--- src/rtl/bow_tx_apb_arbiter.sv ---
// bow_tx_apb_arbiter
// Round-robin arbiter and APB master sequencer for the BoW TX APB port.
// Two requesters share one APB write interface. Each accepted word runs
// through a SETUP/ACCESS cycle, waits for pready, and is aborted with a
// one-cycle timeout_err pulse if pready does not arrive in time.
// All APB and sideband outputs are registered; rN_ready is combinational.

module bow_tx_apb_arbiter #(
  parameter int DATA_W  = 16,
  parameter int TIMEOUT = 16,
  parameter int CNT_W   = 16
) (
  input  logic              txclk,
  input  logic              presetn,
  input  logic              enable,

  input  logic              r0_valid,
  output logic              r0_ready,
  input  logic [DATA_W-1:0] r0_data,
  input  logic              r0_fec,
  input  logic              r0_aux,

  input  logic              r1_valid,
  output logic              r1_ready,
  input  logic [DATA_W-1:0] r1_data,
  input  logic              r1_fec,
  input  logic              r1_aux,

  output logic              psel_tx,
  output logic              penable_tx,
  output logic              pwrite_tx,
  output logic [DATA_W-1:0] pwdata_tx,
  output logic              fec_out,
  output logic              aux_out,
  input  logic              pready,

  output logic              busy,
  output logic              grant_id,
  output logic              timeout_err,
  output logic [CNT_W-1:0]  xfer_cnt
);

  typedef enum logic [1:0] {
    IDLE   = 2'd0,
    SETUP  = 2'd1,
    ACCESS = 2'd2
  } state_t;

  // TIMEOUT is at most 255, so an 8-bit wait counter always suffices.
  localparam logic [7:0] LP_WAIT_LAST = 8'(TIMEOUT - 1);

  state_t      r_state;
  state_t      w_nextState;
  logic        r_lastGrant;
  logic [7:0]  r_waitCnt;

  logic        w_pick;
  logic        w_grantWindow;
  logic        w_accept;
  logic        w_done;
  logic        w_timeout;

  // Round-robin pick: prefer the requester that did not win last time.
  always_comb begin
    w_pick = 1'b0;
    if (r_lastGrant) begin
      w_pick = r0_valid ? 1'b0 : 1'b1;
    end else begin
      w_pick = r1_valid ? 1'b1 : 1'b0;
    end
  end

  // Only IDLE with enable high may hand out a grant; the pick makes the readies one-hot.
  always_comb begin
    w_grantWindow = enable && (r_state == IDLE);
    r0_ready      = w_grantWindow && r0_valid && (w_pick == 1'b0);
    r1_ready      = w_grantWindow && r1_valid && (w_pick == 1'b1);
    w_accept      = r0_ready || r1_ready;
  end

  // ACCESS ends on pready, or on the last allowed wait cycle without it (pready wins a tie).
  always_comb begin
    w_done    = (r_state == ACCESS) && pready;
    w_timeout = (r_state == ACCESS) && !pready && (r_waitCnt == LP_WAIT_LAST);
  end

  // Next-state logic for the IDLE -> SETUP -> ACCESS sequencer.
  always_comb begin
    w_nextState = r_state;
    case (r_state)
      IDLE: begin
        if (w_accept) begin
          w_nextState = SETUP;
        end
      end
      SETUP: begin
        w_nextState = ACCESS;
      end
      ACCESS: begin
        if (w_done || w_timeout) begin
          w_nextState = IDLE;
        end
      end
      default: begin
        w_nextState = IDLE;
      end
    endcase
  end

  // State register; reset drops the FSM straight back to IDLE.
  always_ff @(posedge txclk or negedge presetn) begin
    if (!presetn) begin
      r_state <= IDLE;
    end else begin
      r_state <= w_nextState;
    end
  end

  // APB strobes follow the next state so they change in the same cycle the state does.
  always_ff @(posedge txclk or negedge presetn) begin
    if (!presetn) begin
      psel_tx    <= 1'b0;
      penable_tx <= 1'b0;
      pwrite_tx  <= 1'b0;
    end else begin
      psel_tx    <= (w_nextState != IDLE);
      penable_tx <= (w_nextState == ACCESS);
      pwrite_tx  <= (w_nextState != IDLE);
    end
  end

  // Capture the winning word and sidebands at the handshake; they hold until the next accept.
  always_ff @(posedge txclk or negedge presetn) begin
    if (!presetn) begin
      pwdata_tx   <= '0;
      fec_out     <= 1'b0;
      aux_out     <= 1'b0;
      grant_id    <= 1'b0;
      r_lastGrant <= 1'b1;
    end else if (w_accept) begin
      grant_id    <= w_pick;
      r_lastGrant <= w_pick;
      if (w_pick) begin
        pwdata_tx <= r1_data;
        fec_out   <= r1_fec;
        aux_out   <= r1_aux;
      end else begin
        pwdata_tx <= r0_data;
        fec_out   <= r0_fec;
        aux_out   <= r0_aux;
      end
    end
  end

  // Wait counter counts ACCESS cycles and sits at zero everywhere else.
  always_ff @(posedge txclk or negedge presetn) begin
    if (!presetn) begin
      r_waitCnt <= '0;
    end else if ((r_state == ACCESS) && (w_nextState == ACCESS)) begin
      r_waitCnt <= r_waitCnt + 8'd1;
    end else begin
      r_waitCnt <= '0;
    end
  end

  // Completion counter (free-running wrap) and the one-cycle abort pulse.
  always_ff @(posedge txclk or negedge presetn) begin
    if (!presetn) begin
      xfer_cnt    <= '0;
      timeout_err <= 1'b0;
    end else begin
      timeout_err <= w_timeout;
      if (w_done) begin
        xfer_cnt <= xfer_cnt + CNT_W'(1);
      end
    end
  end

  assign busy = (r_state != IDLE);

endmodule

--- config.mk ---
export PLATFORM = sky130hd
export DESIGN_NAME = bow_tx_apb_arbiter
export DESIGN_NICKNAME = d
export VERILOG_FILES = /design/src/rtl/bow_tx_apb_arbiter.sv
export SDC_FILE = /design/constraint.sdc
export NUM_CORES = 1
export LEC_CHECK = 0
export ABC_CLOCK_PERIOD_IN_PS = 4700
export CAP_MARGIN = 20
export CORE_UTILIZATION = 47
export DETAILED_ROUTE_END_ITERATION = 10
export GPL_TIMING_DRIVEN = 0
export PLACE_DENSITY = 0.82
export RECOVER_POWER = 50
export SYNTH_ARGS = -nofsm -noshare
export SYNTH_HDL_FRONTEND = slang
export SYNTH_SLANG_ARGS = --single-unit
--- constraint.sdc ---
create_clock -name txclk -period 4.7 [get_ports txclk]
set_clock_uncertainty 0.1 [all_clocks]
set_input_delay 1.175 -clock txclk [delete_from_list [all_inputs] [get_ports txclk]]
set_output_delay 1.175 -clock txclk [all_outputs]
set_load 0.01 [all_outputs]
==> impl_metrics.ini, run 1 <==
[floorplanning]
num_io_pins = 84
die_h_microns = 70.68
core_area_sq_um = 4444
die_area_sq_um = 4996
fp.dieW_microns = 70.68
start_util = 0.4989
std_cell_rows = 24

[cells_and_area]
num-fill-cells = 361
nets = 333
drive_gt1_frac = 0.07586
syn2layout_area_growth_pct = 43.62
antennaDiodeCount = 0
final_cell_area_sq_um = 3184

[outcome]
violations = design-rule violations, max-capacitance violations, max-slew violations
outcome = finished, violations left

[timing]
fin_hold_ws_ns = 0.3821
finalHoldViolations = 0
period_share = 0.8599
fin_setup_tns_ns = 0
setup-violations-final = 0
fin_crit_ns = 4.042
slew_violations = 33
grt_setup_unrepaired = false
worst_slew_pin_slew_ns = 1.657
relSlewSlack = -0.1049
fmax_mhz = 247.4

[critical_path]
rr_endpoint = xfer_cnt[15]
r2r_cells = 6
cpPeakStageDelay_ns = 0.56
reg2reg_from = r_state[0]
cp_max_fo = 3
crit_type = input pin to output pin
critPathBufInv = 2
crit_slowest_cell = clkdlybuf4s50_1
crit_path_end_kind = output pin
r2r_slack_ns = 2.82
cp.required_ns = 3.42
crit_family = buffers and inverters
worstPathArrival_ns = 2.77
cp_cell_sequence = dlygate4sd3_1 -> nor3b_1 -> and3_1 -> clkdlybuf4s50_1
startpoint_type = input pin

[logic_synthesis]
synth-edff-count = 0
synthArstFlopShare = 1.000
yosys_most_used_dff = dfrtp_1
ys_ff_latch = 49
avgSynthCellArea_sq_um = 11.20
yosys-top-cells-area = dfrtp_1 (54%), mux2i_1 (8.1%), xnor2_1 (5.5%)
synth_top_area_cell = dfrtp_1
synthesis.nets = 242
synth_warnings = 0
syn_area_sq_um = 2217
postSynthCellCount = 198
netlist.area_leader.share = 0.5418
synth_seq_area_share = 0.5536
yosysUniqueCellTypes = 35

[routing]
ant_nets = 0
drt-total-wl_microns = 4482
drc_errors = 4
vias_per_cell = 5.070
drt_iter0_drc = 100
wl_per_cell_microns = 13.11
vias = 1734
first_pass_iters = 7

[hold_path]
hold_start = xfer_cnt[15]
hp-class = flip-flop to flip-flop
holdPathStages = 1
min_to = xfer_cnt[15]

[clock_tree]
cts_root_buf = clkbuf_8
cts_tree = built
holdBufCountCts = 0
cts_setup_buffers = 0
clkLatencyLatePin_ns = 0.30
clock-sinks = 49
cts_made_buffers = 5
clk_pin_slew_ns = 0.08
cts_resized = 0
htreeDepth = 2
cts_buffer_depth = 2

[power]
p_per_area_nw_per_um2 = 454.0
power_mw = 1.446
leakage_nw = 1.411
ir_drop_v = 0.0002912

[global_routing]
grt_max_degree = 33
track_usage = 0.1963
grt-ovfl-total = 0
grt_pass1_vias = 1697
grt_pass1_wl_microns = 7583
antenna_found_initial = 0

[job]
drv_cap = 1

[place]
dpl_cell_area_sq_um = 3128
port_buffers = 83
gp_congestion = 0.7941
place_hpwl_microns = 3358
==> flip-flops by register name, indices dropped and copies added, names as in the netlist <==
signal       flops
timeout_err      1
grant_id         1
aux_out          1
pwdata_tx       16
r_waitCnt        8
pwrite_tx        1
fec_out          1
penable_tx       1
xfer_cnt        16
r_state          2
r_lastGrant      1
==> power by group <==
group	internal [mW]	leakage, nW	switching [mW]
Sequential	0.535	0.612	0.0781
Clock	0.119	0.0512	0.138
Combinational	0.336	0.748	0.239
Total	0.990	1.41	0.455
==> cells in the final DEF (no fill, tap or decap), types with 2 or more instances in the layout <==
cell type        count
clkdlybuf4s50_1     80
xor2_1               5
clkbuf_1             5
o21ai_0              4
a21oi_1             20
and3_1               7
nand2b_1             2
inv_1                4
and4_1               3
nor2_1              26
dfrtp_1             48
buf_4                3
buf_6                2
xnor2_1             14
and2_1               2
nand2_1              8
ha_1                 2
clkbuf_8             6
mux2i_1             18
nand4_1              5
a21o_1               2
nand3_1              6
dlygate4sd3_1        2
==> area by class of cell <==
class	instances	area [sq um]	share of cell area
inverters	5	18.77	0.005894
clock inverters	2	13.76	0.004322
flip-flops and latches	49	1227	0.3855
well taps	52	65.06	0.02043
multi-input cells	135	887.1	0.2786
repair buffers	84	828.3	0.2601
plain buffers	9	61.31	0.01925
clock buffers	6	82.58	0.02593
==> Yosys cell counts, types with 2 or more instances <==
master	number
and2_1	2
nand3_1	6
mux2i_1	18
nand2_1	8
buf_2	2
nor2_1	26
buf_4	4
buf_6	3
dfrtp_1	48
and4_1	3
xor2_1	5
nand2b_1	2
nand4_1	5
xnor2_1	14
a21o_1	2
ha_1	2
a21oi_1	20
inv_1	4
and3_1	7
o21ai_0	2
==> metal layers <==
metal  wire length (microns)  global-route usage  up-vias
met4                      50             0.06000        0
met2                    2136              0.3109       64
li1                        -                   -      859
met1                    1862              0.2389      805
met5                       0                   0        -
met3                     433             0.09402        6
==> logic make-up after synthesis <==
group | share of synthesized area
buf+inv | 0.04176
flops | 0.5536
compound gates | 0.07844
mux | 0.08634
fa+ha+maj | 0.01128
simple gates | 0.1535
xor+xnor | 0.07506
==> stage by stage <==
step	utilization	setup slack (ns)	instances
2_1_floorplan	-	1.771	198
3_3_place_gp	0.7005	0.7362	333
3_5_place_dp	0.7038	0.7117	334
4_1_cts	0.7255	0.6953	342
5_1_grt	0.7165	0.5808	342
6_report	0.7165	0.6584	342
==> worst max-delay path by stage <==
stage | from | endpoint | slack [ns] | depth (start not counted)
2_1_floorplan | enable | r1_ready | 1.77 | 2
3_3_place_gp | enable | r1_ready | 0.74 | 4
3_5_place_dp | enable | r1_ready | 0.71 | 4
4_1_cts | enable | r1_ready | 0.70 | 4
5_1_grt | enable | r1_ready | 0.58 | 4
6_report | enable | r1_ready | 0.66 | 4
Note: power is estimated with default switching activity, not from simulation.
==> run 2, diff against run 1 <==
--- a/config.mk
+++ b/config.mk
@@ -7,6 +7,7 @@
 export LEC_CHECK = 0
 export ABC_CLOCK_PERIOD_IN_PS = 4700
 export CAP_MARGIN = 20
+export CORE_MARGIN = 2
 export CORE_UTILIZATION = 47
 export DETAILED_ROUTE_END_ITERATION = 10
 export GPL_TIMING_DRIVEN = 0
==> impl_metrics.ini, run 2 (synthesis gave the netlist of run 1 again) <==
[routing]
vias = 1732
ant_nets = 0
drc_errors = 0
wl_per_cell_microns = 13.28
drt_iter0_drc = 62
vias_per_cell = 5.064
first_pass_iters = 4
drt-total-wl_microns = 4542

[critical_path]
cp_max_fo = 3
worstPathArrival_ns = 2.81
crit_path_end_kind = output pin
startpoint_type = input pin
cp.required_ns = 3.42
crit_type = input pin to output pin
r2r_cells = 6
r2r_slack_ns = 2.80

[cells_and_area]
drive_gt1_frac = 0.06897
final_common_cell = clkdlybuf4s50_1
antennaDiodeCount = 0
num-fill-cells = 328
top_regs = pwdata_tx x16, xfer_cnt x16, r_waitCnt x8
register_area_sq_um = 1227
final_cell_mix = clkdlybuf4s50_1 (80), dfrtp_1 (48), nor2_1 (26), a21oi_1 (20), mux2i_1 (18)
finalNonFillerCells = 342
nets = 333
final_cell_area_sq_um = 3184
utilization = 0.7165
syn2layout_area_growth_pct = 43.62
multi_input_area_sq_um = 893.4

[clock_tree]
clk_pin_slew_ns = 0.08
cts_root_buf = clkbuf_8
clock-sinks = 49
cts_made_buffers = 5
cts_tree = built
cts_setup_buffers = 0
clkLatencyLatePin_ns = 0.29
cts_buffer_depth = 2
htreeDepth = 2
holdBufCountCts = 0
cts_resized = 0

[timing]
fin_hold_ws_ns = 0.3696
fmax_mhz = 244.9
grt_setup_unrepaired = false
finalHoldViolations = 0
period_share = 0.8689
slew_violations = 33
fin_ws_ns = 0.6161
fin_setup_tns_ns = 0
setup-violations-final = 0
worst_slew_pin_slew_ns = 1.632
relSlewSlack = -0.08833
fin_crit_ns = 4.084

[floorplanning]
die_h_microns = 72.68
core_area_sq_um = 4444
fp.dieW_microns = 72.68
num_io_pins = 84
die_area_sq_um = 5282
start_util = 0.4989
std_cell_rows = 24

[outcome]
violations = max-capacitance violations, max-slew violations
outcome = finished, violations left

[global_routing]
track_usage = 0.1915
grt_pass1_wl_microns = 7810
antenna_found_initial = 0
grt-ovfl-total = 0
grt_max_degree = 33
grt_pass1_vias = 1769

[power]
p_per_area_nw_per_um2 = 451.5
intPower_uw = 992.2
pwr-share-clk = 0.170
p_comb_frac = 0.404
p_seq_frac = 0.426
p_sw_frac = 0.3099
ir_drop_v = 0.0002763
switchingPower_uw = 445.5
leakage_nw = 1.406
power_mw = 1.438

[place]
gp_congestion = 0.7952
port_buffers = 83
place_hpwl_microns = 3488
placed_cells_incl_taps = 334
dpl_cell_area_sq_um = 3128
dp_slack_ns = 0.6654

[hold_path]
holdPathStages = 1
hp-class = flip-flop to flip-flop

[job]
drv_cap = 1
-- run 2: cell count changes in the layout (fill, tap and decap cells not counted) --
cell / delta
a21o_2: -1
a21o_4: +1
clkbuf_1: +2
clkinv_2: -1
clkinv_4: -1
-- run 2: worst paths after layout --
kind | end | from
max | r1_ready | enable
min | xfer_cnt[15] | xfer_cnt[15]
max reg2reg | xfer_cnt[15] | r_state[0]
min reg2reg | xfer_cnt[15] | xfer_cnt[15]
max in group asynchronous | xfer_cnt[15] | presetn
min in group asynchronous | pwdata_tx[8] | presetn
-- run 2: final cells by class --
| cell class | instances | share of cell area |
|---|---|---|
| Buffer | 9 | 0.01925 |
| Sequential cell | 49 | 0.3855 |
| Tap cell | 52 | 0.02043 |
| Multi-Input combinational cell | 135 | 0.2806 |
| Timing Repair Buffer | 84 | 0.2601 |
| Inverter | 5 | 0.005894 |
| Clock buffer | 8 | 0.02829 |
-- run 2: layer usage --
layer	up-vias	routed length [microns]	part of all wire	track usage
li1	856	-	-	-
met1	813	1828	0.40	0.2318
met2	61	2258	0.50	0.3141
met3	2	442	0.097	0.08840
met4	0	12	0.0026	0.04321
met5	-	0	0	0
-- run 2: worst max-delay path, cell delays in order --
cell	delay (ns)
dlygate4sd3_1	0.51
nor3b_1	0.29
and3_1	0.27
clkdlybuf4s50_1	0.56
-- run 2: power by group through the flow --
stage          Sequential (mW)  Clock [mW]  Combinational, mW
2_1_floorplan            0.661           0              0.226
3_3_place_gp             0.618           0              0.582
3_5_place_dp             0.622           0              0.593
4_1_cts                  0.614       0.255              0.598
5_1_grt                  0.629       0.272              0.636
6_report                 0.613       0.244              0.581
